### src/rtl/conv_pkg.sv
// Shared constants, FSM state encoding and window/tap address tables
// for the convolution MAC sequencer.
package conv_pkg;

    localparam int PIX_W   = 4;
    localparam int IMG_DIM = 4;
    localparam int K_DIM   = 3;
    localparam int ACC_W   = 11;
    localparam int N_PIX   = IMG_DIM * IMG_DIM;
    localparam int N_TAP   = K_DIM * K_DIM;

    typedef enum logic [1:0] {
        ST_IDLE = 2'b00,
        ST_ACC  = 2'b01,
        ST_OUT  = 2'b10,
        ST_FIN  = 2'b11
    } state_t;

    // Window origin (r0,c0) per index, flattened to r0*IMG_DIM + c0.
    function automatic logic [3:0] win_origin(input logic [1:0] win);
        case (win)
            2'd0:    win_origin = 4'd0;
            2'd1:    win_origin = 4'd1;
            2'd2:    win_origin = 4'd4;
            2'd3:    win_origin = 4'd5;
            default: win_origin = 4'd0;
        endcase
    endfunction

    // Tap (row*3+col) to flattened image offset row*IMG_DIM + col.
    function automatic logic [3:0] tap_offset(input logic [3:0] tap);
        case (tap)
            4'd0:    tap_offset = 4'd0;
            4'd1:    tap_offset = 4'd1;
            4'd2:    tap_offset = 4'd2;
            4'd3:    tap_offset = 4'd4;
            4'd4:    tap_offset = 4'd5;
            4'd5:    tap_offset = 4'd6;
            4'd6:    tap_offset = 4'd8;
            4'd7:    tap_offset = 4'd9;
            4'd8:    tap_offset = 4'd10;
            default: tap_offset = 4'd0;
        endcase
    endfunction

endpackage

### src/rtl/conv_tap_counter.sv
// Window/tap position counter; derives the image read address for the
// current MAC step and flags the final tap of a window.
module conv_tap_counter
    import conv_pkg::*;
(
    input  logic       CLK,
    input  logic       RESET,
    input  logic       clear,
    input  logic       advance,
    input  logic       next_win,
    output logic [1:0] win,
    output logic [3:0] tap,
    output logic [3:0] pix_addr,
    output logic       last_tap
);

    logic [1:0] win_r;
    logic [3:0] tap_r;

    // Position registers: clear wins over window step, which wins over tap step.
    always_ff @(posedge CLK or negedge RESET) begin
        if (!RESET) begin
            win_r <= 2'd0;
            tap_r <= 4'd0;
        end else if (clear) begin
            win_r <= 2'd0;
            tap_r <= 4'd0;
        end else if (next_win) begin
            win_r <= win_r + 2'd1;
            tap_r <= 4'd0;
        end else if (advance) begin
            tap_r <= tap_r + 4'd1;
        end
    end

    assign win      = win_r;
    assign tap      = tap_r;
    assign pix_addr = win_origin(win_r) + tap_offset(tap_r);
    assign last_tap = (tap_r == 4'd8);

endmodule

### src/rtl/conv_mac_sequencer.sv
// 4x4 image / 3x3 kernel convolution: sequential 9-tap MAC per window,
// streaming the 2x2 result over a valid/ready handshake.
module conv_mac_sequencer
    import conv_pkg::*;
(
    input  logic             CLK,
    input  logic             RESET,
    input  logic             pix_we,
    input  logic [3:0]       pix_addr,
    input  logic [PIX_W-1:0] pix_wdata,
    input  logic             ker_we,
    input  logic [3:0]       ker_addr,
    input  logic [PIX_W-1:0] ker_wdata,
    input  logic             start,
    output logic             busy,
    output logic             out_valid,
    input  logic             out_ready,
    output logic [ACC_W-1:0] out_data,
    output logic [1:0]       out_idx,
    output logic             done
);

    state_t             state_r;
    logic [ACC_W-1:0]   acc_r;
    logic [PIX_W-1:0]   img_r [N_PIX];
    logic [PIX_W-1:0]   ker_r [N_TAP];

    logic [1:0]         win_s;
    logic [3:0]         tap_s;
    logic [3:0]         rd_addr_s;
    logic               last_tap_s;
    logic               clear_s;
    logic               advance_s;
    logic               next_win_s;
    logic [2*PIX_W-1:0] prod_s;
    logic [ACC_W-1:0]   acc_next_s;

    conv_tap_counter u_tap_counter (
        .CLK      (CLK),
        .RESET    (RESET),
        .clear    (clear_s),
        .advance  (advance_s),
        .next_win (next_win_s),
        .win      (win_s),
        .tap      (tap_s),
        .pix_addr (rd_addr_s),
        .last_tap (last_tap_s)
    );

    assign prod_s     = {{PIX_W{1'b0}}, img_r[rd_addr_s]} * {{PIX_W{1'b0}}, ker_r[tap_s]};
    assign acc_next_s = acc_r + {{(ACC_W-2*PIX_W){1'b0}}, prod_s};

    // Counter control decoded from the current state.
    always_comb begin
        clear_s    = 1'b0;
        advance_s  = 1'b0;
        next_win_s = 1'b0;
        case (state_r)
            ST_IDLE: clear_s    = start;
            ST_ACC:  advance_s  = !last_tap_s;
            ST_OUT:  next_win_s = out_valid && out_ready && (win_s != 2'd3);
            default: begin
                clear_s    = 1'b0;
                advance_s  = 1'b0;
                next_win_s = 1'b0;
            end
        endcase
    end

    // Sequencer FSM with storage writes, accumulator and registered outputs.
    always_ff @(posedge CLK or negedge RESET) begin
        if (!RESET) begin
            state_r   <= ST_IDLE;
            acc_r     <= {ACC_W{1'b0}};
            busy      <= 1'b0;
            out_valid <= 1'b0;
            out_data  <= {ACC_W{1'b0}};
            out_idx   <= 2'd0;
            done      <= 1'b0;
            for (int i = 0; i < N_PIX; i++) img_r[i] <= {PIX_W{1'b0}};
            for (int i = 0; i < N_TAP; i++) ker_r[i] <= {PIX_W{1'b0}};
        end else begin
            case (state_r)
                ST_IDLE: begin
                    done <= 1'b0;
                    if (pix_we) img_r[pix_addr] <= pix_wdata;
                    if (ker_we && (ker_addr <= 4'd8)) ker_r[ker_addr] <= ker_wdata;
                    if (start) begin
                        state_r <= ST_ACC;
                        acc_r   <= {ACC_W{1'b0}};
                        busy    <= 1'b1;
                    end
                end
                ST_ACC: begin
                    acc_r <= acc_next_s;
                    if (last_tap_s) begin
                        state_r   <= ST_OUT;
                        out_valid <= 1'b1;
                        out_data  <= acc_next_s;
                        out_idx   <= win_s;
                    end
                end
                ST_OUT: begin
                    if (out_ready) begin
                        out_valid <= 1'b0;
                        if (win_s != 2'd3) begin
                            state_r <= ST_ACC;
                            acc_r   <= {ACC_W{1'b0}};
                        end else begin
                            state_r <= ST_FIN;
                            busy    <= 1'b0;
                            done    <= 1'b1;
                        end
                    end
                end
                ST_FIN: begin
                    done    <= 1'b0;
                    state_r <= ST_IDLE;
                end
                default: begin
                    state_r   <= ST_IDLE;
                    busy      <= 1'b0;
                    out_valid <= 1'b0;
                    done      <= 1'b0;
                end
            endcase
        end
    end

endmodule

### config.mk
export PLATFORM = sky130hd
export DESIGN_NAME = conv_mac_sequencer
export DESIGN_NICKNAME = d
export VERILOG_FILES = /design/src/rtl/conv_pkg.sv /design/src/rtl/conv_tap_counter.sv /design/src/rtl/conv_mac_sequencer.sv
export SDC_FILE = /design/constraint.sdc
export NUM_CORES = 1
export LEC_CHECK = 0
export BUFFER_PORTS_ARGS = -buffer_cell sky130_fd_sc_hd__buf_2
export CORE_AREA = 2 2 160 162
export DETAILED_ROUTE_END_ITERATION = 6
export DIE_AREA = 0 0 162 164
export PLACE_DENSITY = 0.41
export SYNTH_ARGS = -nofsm -noshare
export SYNTH_HDL_FRONTEND = slang
export SYNTH_SLANG_ARGS = --single-unit
export TNS_END_PERCENT = 10
### constraint.sdc
create_clock -name CLK -period 7.8 [get_ports CLK]
set_input_delay 0 -clock CLK [delete_from_list [all_inputs] [get_ports CLK]]
set_output_delay 0 -clock CLK [all_outputs]
set_load 0.02 [all_outputs]
* Yosys cells after proc, flatten, opt, wreduce, memory -nomap -nowiden *
Memories as Yosys holds them, arrays and structs flattened.
Index checks and enable logic that the tools add are counted.
Widths: inputs -> output; s select.

word-level totals
  output and inout bits = 16
  register bits = 135
  input port bits = 22
  word-level logic and storage cells = 127
  latch bits = 0
  memory bits (writable) = 0
  memory bits (read-only) = 64
  memories kept = 1

memories
  name             words  bits a word  rd ports  clocked after Yosys merged registers in  write ports  line            text
  (no name shown)  16     4            1         0                                        0            conv_pkg.sv:32  case (tap)

cells by class
  add/subtract/negate cells = 4
  reduce and logical (&&, ||, !) cells = 23
  $lt $le $gt $ge = 7
  equal/unequal tests = 13
  bitwise gates (word level) = 4
  div/mod/pow operators = 0
  $mul = 1
  muxes and demuxes = 40
  shifts and indexed selects = 0

operators with widths
  operator            number
  $bwmux 64           1
  $bwmux 36           1
  $mux 4              9
  $mux 11             3
  $pmux 11 s3         1
  $bmux 4 s4          2
  $demux 4 s4         2
  $ge 5x5->1 const B  4
  $not 4->5           4
  $pmux 4 s4          1
  $mux 2              6
  $ne 2x2->1 const B  6
  $add 11x8->11       1
  $lt 5x1->1 const B  2
  $mux 1              10
  $reduce_and 3->1    3
  $eq 2x2->1 const B  4
  $mul 4x4->8         1
  $pmux 2 s4          1
  $reduce_and 4->1    2
  $reduce_bool 2->1   4
  $pmux 1 s2          3
  $reduce_and 2->1    3
  $reduce_bool 3->1   2
  other kinds (10)    16

* Logic depth before layout (Yosys ltp) *
  word-level depth = 10
  gate-level depth with buffers = 26
  depth with buffers taken out = 23

* By module *
Synthesis repeated with hierarchy kept, for this count alone.

unflattened totals
  cells, all modules = 589
  area, all modules = 7357.1 um^2

by module, submodules not included
  module              instances  cells an instance  seq. area each (um^2)  area each (um^2)
  conv_mac_sequencer  1          533                3228.1                 6810.3
  conv_tap_counter    1          56                 150.1                  546.8

* Least setup slack after synthesis *
Ideal clock, no wire load.

  path kind = register to register
  start = register u_tap_counter.tap_r[1], in the netlist u_tap_counter.tap[1]
  end = register out_data[9]
  library setup time = 139 ps
  path buffers = 3
  arrival = 6054 ps
  stages on the path, launching flop included = 25
  slack = 1607 ps
  cell sequence = dfrtp_1 > buf_1 > inv_1 > ha_1 > inv_1 > mux2i_1 > nor2_1 > ha_1 > ha_1 > clkbuf_1 > buf_2 > mux4_2 > mux2i_1 > and3_1 > or3_1 > fa_1 > fa_1 > fa_1 > inv_1 > ha_1 > a211o_1 > a211o_1 > a21oi_1 > mux2i_1 > o211ai_1

between the ends
  cells in the longest elaborated chain, start to end = 8
  elaborated cells between the ends (all ways) = 14

RTL lines
  what                                       line                      text
  start: declaration                         conv_tap_counter.sv:18    logic [3:0] tap_r;
  start signal: assignment                   conv_tap_counter.sv:32    tap_r <= tap_r + 4'd1;
  $mem_v2 16x4                               --
  $add 4x4->4                                conv_tap_counter.sv:38    assign pix_addr = win_origin(win_r) + tap_offset(tap_r);
  $not 4->5 (not written as such)            conv_mac_sequencer.sv:50  assign prod_s = {{PIX_W{1'b0}}, img_r[rd_addr_s]} * {{PIX_W{1'b0}}, ker_r[tap_s]};
  $bmux 4 s4                                 conv_mac_sequencer.sv:50
  $mux 4 (not written as such) (2 in a row)  conv_mac_sequencer.sv:50
  $mul 4x4->8                                conv_mac_sequencer.sv:50
  $add 11x8->11                              conv_mac_sequencer.sv:51  assign acc_next_s = acc_r + {{(ACC_W-2*PIX_W){1'b0}}, prod_s};
  end signal: assignment                     conv_mac_sequencer.sv:77  out_data <= {ACC_W{1'b0}};
  end signal: assignment                     conv_mac_sequencer.sv:99  out_data <= acc_next_s;
  end: declaration                           conv_mac_sequencer.sv:18  output logic [ACC_W-1:0] out_data,

Parallel ways exist; a longest one is shown, timed or not. The select of a mux whose other input is x is not followed.
A chain may end at the register's enable or synchronous reset.

* Worst setup path in the final report *
  start = register u_tap_counter.tap_r[0], in the netlist u_tap_counter.tap[0]
  end = register out_data[9]

Same word-level chain as after synthesis.

==> results.sh <==
export IMPL_gr_usage_met2_pct=22.73
export IMPL_final_fill_count=2455
export IMPL_vias=4889
export IMPL_start_util_pct=29.78
export IMPL_path_clk_slew_ps=70
export IMPL_grt_max_degree=85
export IMPL_cellPowerDensity_nw_per_um2=393.1
export IMPL_rsz0062_at_grt="false"
export IMPL_die_h_um=164
export IMPL_syn_nets=671
export IMPL_finalSetupTns_ps=0
export IMPL_min_period_ps=6837
export IMPL_numCtsBuffers=17
export IMPL_grt_overflow_total=0
export IMPL_pre_cts_ws_ps=896.0
export IMPL_worstRegToRegCells=21
export IMPL_ir_worst_vdd_mv=0.1249
export IMPL_maxCapViolations=0
export IMPL_synth_top_area_share_pct=45.70
export IMPL_area_delta_synth_final_pct=16.52
export IMPL_dpl_hpwl_um=12560
export IMPL_gp_congestion=0.8058
export IMPL_grt_pass1_vias=5195
export IMPL_antenna_found_initial=0
export IMPL_die_area_um2=26570
export IMPL_std_cell_rows=58
export IMPL_period_share_pct=87.66
export IMPL_r2r_end="out_data[9]"
export IMPL_syn_area_per_cell_um2=12.18
export IMPL_hold_path_class="in -> reg"
export IMPL_startpoint="u_tap_counter.tap[0]"
export IMPL_synth_edf_count=0
export IMPL_drt_vias_per_instance=4.919
export IMPL_power_leakage_nw=4.014
export IMPL_cts_tree="built"
export IMPL_max_stage_delay_ps=800
export IMPL_die_x_um=162
export IMPL_clk_latency_ps=420
export IMPL_setup_ws_ps=962.7
export IMPL_multi_input_area_um2=3777
export IMPL_grtUsageTotal_pct=13.97
export IMPL_antennaDiodeCount=0
export IMPL_fin_worst_skew_ps=11.36
export IMPL_ys_seq_area_share_pct=45.70
export IMPL_tightest_slew_ps=1056
export IMPL_worst_ep_required_time_ps=8070
export IMPL_synth_ff_type="dfrtp_1"
export IMPL_yosys_warnings=0
export IMPL_synth_top_area_cell="dfrtp_1"
export IMPL_cp_end_kind="flip-flop"
export IMPL_crit_path_top_delay_cell="dfrtp_1"
export IMPL_antenna_left=0
export IMPL_slew_limit_headroom_pct=28.93
export IMPL_status="finished clean"
export IMPL_coreArea_um2=24820
export IMPL_port_buffers=37
export IMPL_wire_per_inst_um=17.42
export IMPL_setup_viol=0
export IMPL_firstDrtPassIters=4
export IMPL_wirelength_um=17310
export IMPL_ys_seq_elements=135
export IMPL_slew_violations=0
export IMPL_cts_buffer_depth=2
export IMPL_cp_cell_sequence="inv_1 -> ha_1 -> inv_1 -> mux2i_1 -> nor2_1 -> ha_1 -> buf_4 -> mux4_2 -> mux2i_1 -> and3_1 -> or3_1 -> fa_1 -> fa_1 -> fa_1 -> inv_1 -> ha_1 -> a211o_1 -> a211o_1 -> a21oi_1 -> mux2i_1 -> o211ai_1"
export IMPL_drive_gt1_share_pct=31.78
export IMPL_finalNetCount=715
export IMPL_met3_usage_pct=3.283
export IMPL_cp_start_kind="flip-flop"
export IMPL_drt_iter0_markers=272
export IMPL_netlist_top_cells_area="dfrtp_1 46%, mux2_2 16%, mux4_2 7.3%"
export IMPL_netlist_area_um2=7392
export IMPL_crit_fanout=14
export IMPL_grtUsageMet1_pct=18.82
export IMPL_synth_cell_types=53
export IMPL_arrival_ps=7110
export IMPL_r2r_start="u_tap_counter.tap[0]"
export IMPL_netlist_instances=607
export IMPL_h_tree_depth=4
export IMPL_crit_type="reg -> reg"
export IMPL_root_buffer="clkbuf_16"
export IMPL_ff2ff_setup_slack_ps=960
export IMPL_max_freq_mhz=146.3
export IMPL_seqCellArea_um2=3378
export IMPL_synthArstFlopShare_pct=100.0
export IMPL_numClockSinks=135
export IMPL_io_pins=38
export IMPL_drc=0
export IMPL_hold_viol_final=0
export IMPL_grt_pass1_wl_um=28690
export IMPL_crit_end="out_data[9]"
export IMPL_grt_busiest_layer="met2"
## cell type report
type / instances / area share [%]
multi-input cells: 415 / 43.86
flip-flops and latches: 135 / 39.22
repair buffers: 48 / 3.385
clock buffers: 18 / 5.099
inverters: 34 / 1.482
well taps: 330 / 4.794
clock inverters: 14 / 2.164
## through the flow
| step | instances | utilization (%) | cell area (um^2) | total power [mW] | hold slack (ps) |
|---|---|---|---|---|---|
| 6_report | 994 | 34.70 | 8613 | 3.385 | 76.91 |
| 5_1_grt | 994 | 34.70 | 8613 | 3.633 | 79.75 |
| 4_1_cts | 994 | 34.70 | 8613 | 3.436 | 61.06 |
| 3_5_place_dp | 955 | 31.90 | 7918 | 2.553 | 139.8 |
| 3_3_place_gp | 955 | 31.90 | 7918 | 2.527 | 128.3 |
| 2_1_floorplan | 607 | - | 7392 | 2.172 | -295.6 |
## placed cells by master (no fill, tap or decap), drive strengths merged, types with 4 or more instances in the layout
master and instances:
nor2b 6, clkbuf 18, a21oi 17, nand3 8, fa 9, and3 5, nand2 40, mux4 24
a221oi 4, xor2 6, dlygate4sd3 7, nor2 40, or3 4, buf 41, ha 33, mux2 106
inv 40, mux2i 17, dfrtp 135, clkinv 4, nand2b 8, o21ai 20, o21a 4, nor3 16
## flip-flops by register name, indices dropped and copies added (netlist names)
name               flops
img_r                 64
ker_r                 36
acc_r                 11
out_data              11
u_tap_counter.tap      4
out_idx                2
state_r                2
u_tap_counter.win      2
busy                   1
done                   1
out_valid              1
## cells in the mapped netlist, types with 3 or more instances
cell	instances
or3_1	4
xor2_1	6
a31oi_1	3
a21oi_1	17
and3_1	4
nand2b_1	8
clkbuf_1	12
nand2_1	40
nor3_1	16
nor2_1	40
nor2b_1	6
nand4b_1	3
inv_1	34
a22oi_1	3
a211o_1	3
a221oi_2	4
dfrtp_1	135
nand4_1	3
mux2i_1	17
mux4_2	24
buf_2	6
a21o_1	3
nand3_1	8
o21a_1	4
fa_1	9
xnor2_1	3
nor4_1	3
mux2_2	106
ha_1	33
o21ai_0	20
## worst min path at each step
stage           startpoint            to  slack (ps)  depth (start not counted)
6_report       ker_addr[1]      ker_r[3]          80                          3
5_1_grt        pix_addr[3]     img_r[50]          80                          3
4_1_cts        pix_addr[2]     img_r[50]          60                          3
3_5_place_dp         RESET  out_data[10]         140                          1
3_3_place_gp         RESET     acc_r[10]         130                          1
2_1_floorplan        RESET      acc_r[0]        -300                          0
## layer usage
metal	vias up	routed length, um
li1	2300	-
met1	2515	8588
met2	62	8112
met3	12	434
met4	0	176
met5	-	0
## critical path, delay by kind of cell (launching register included)
kind | cells | cell delay (ps)
AO/OA/AOI/OAI | 4 | 970
adder cells (fa/ha/maj) | 6 | 2890
buffers and inverters | 4 | 510
flip-flops | 1 | 800
multiplexers | 4 | 1050
AND/OR/NAND/NOR | 3 | 430
## power by group
group	switching [mW]	total [mW]	internal, mW
clock network	0.343	0.864	0.521
logic	0.661	1.34	0.678
registers	0.211	1.18	0.972
total	1.21	3.39	2.17
## logic make-up (layout without fill, tap and decap cells)
logic type	after synthesis	in the layout	share of synthesized area, %
flops	135	135	45.70
xor+xnor	9	9	1.066
mux	147	147	25.76
compound gates	70	70	6.483
simple gates	147	147	9.767
buf+inv	57	114	3.199
fa+ha+maj	42	42	8.023
## repair_timing
| action | in CTS | in global routing |
|---|---|---|
| buffers inserted | 0 | 0 |
| hold endpoints to repair | 115 | 0 |
| hold buffers | 7 | 0 |
| resized for setup | 0 | 0 |
No activity file was read; power rests on OpenSTA's default activity.
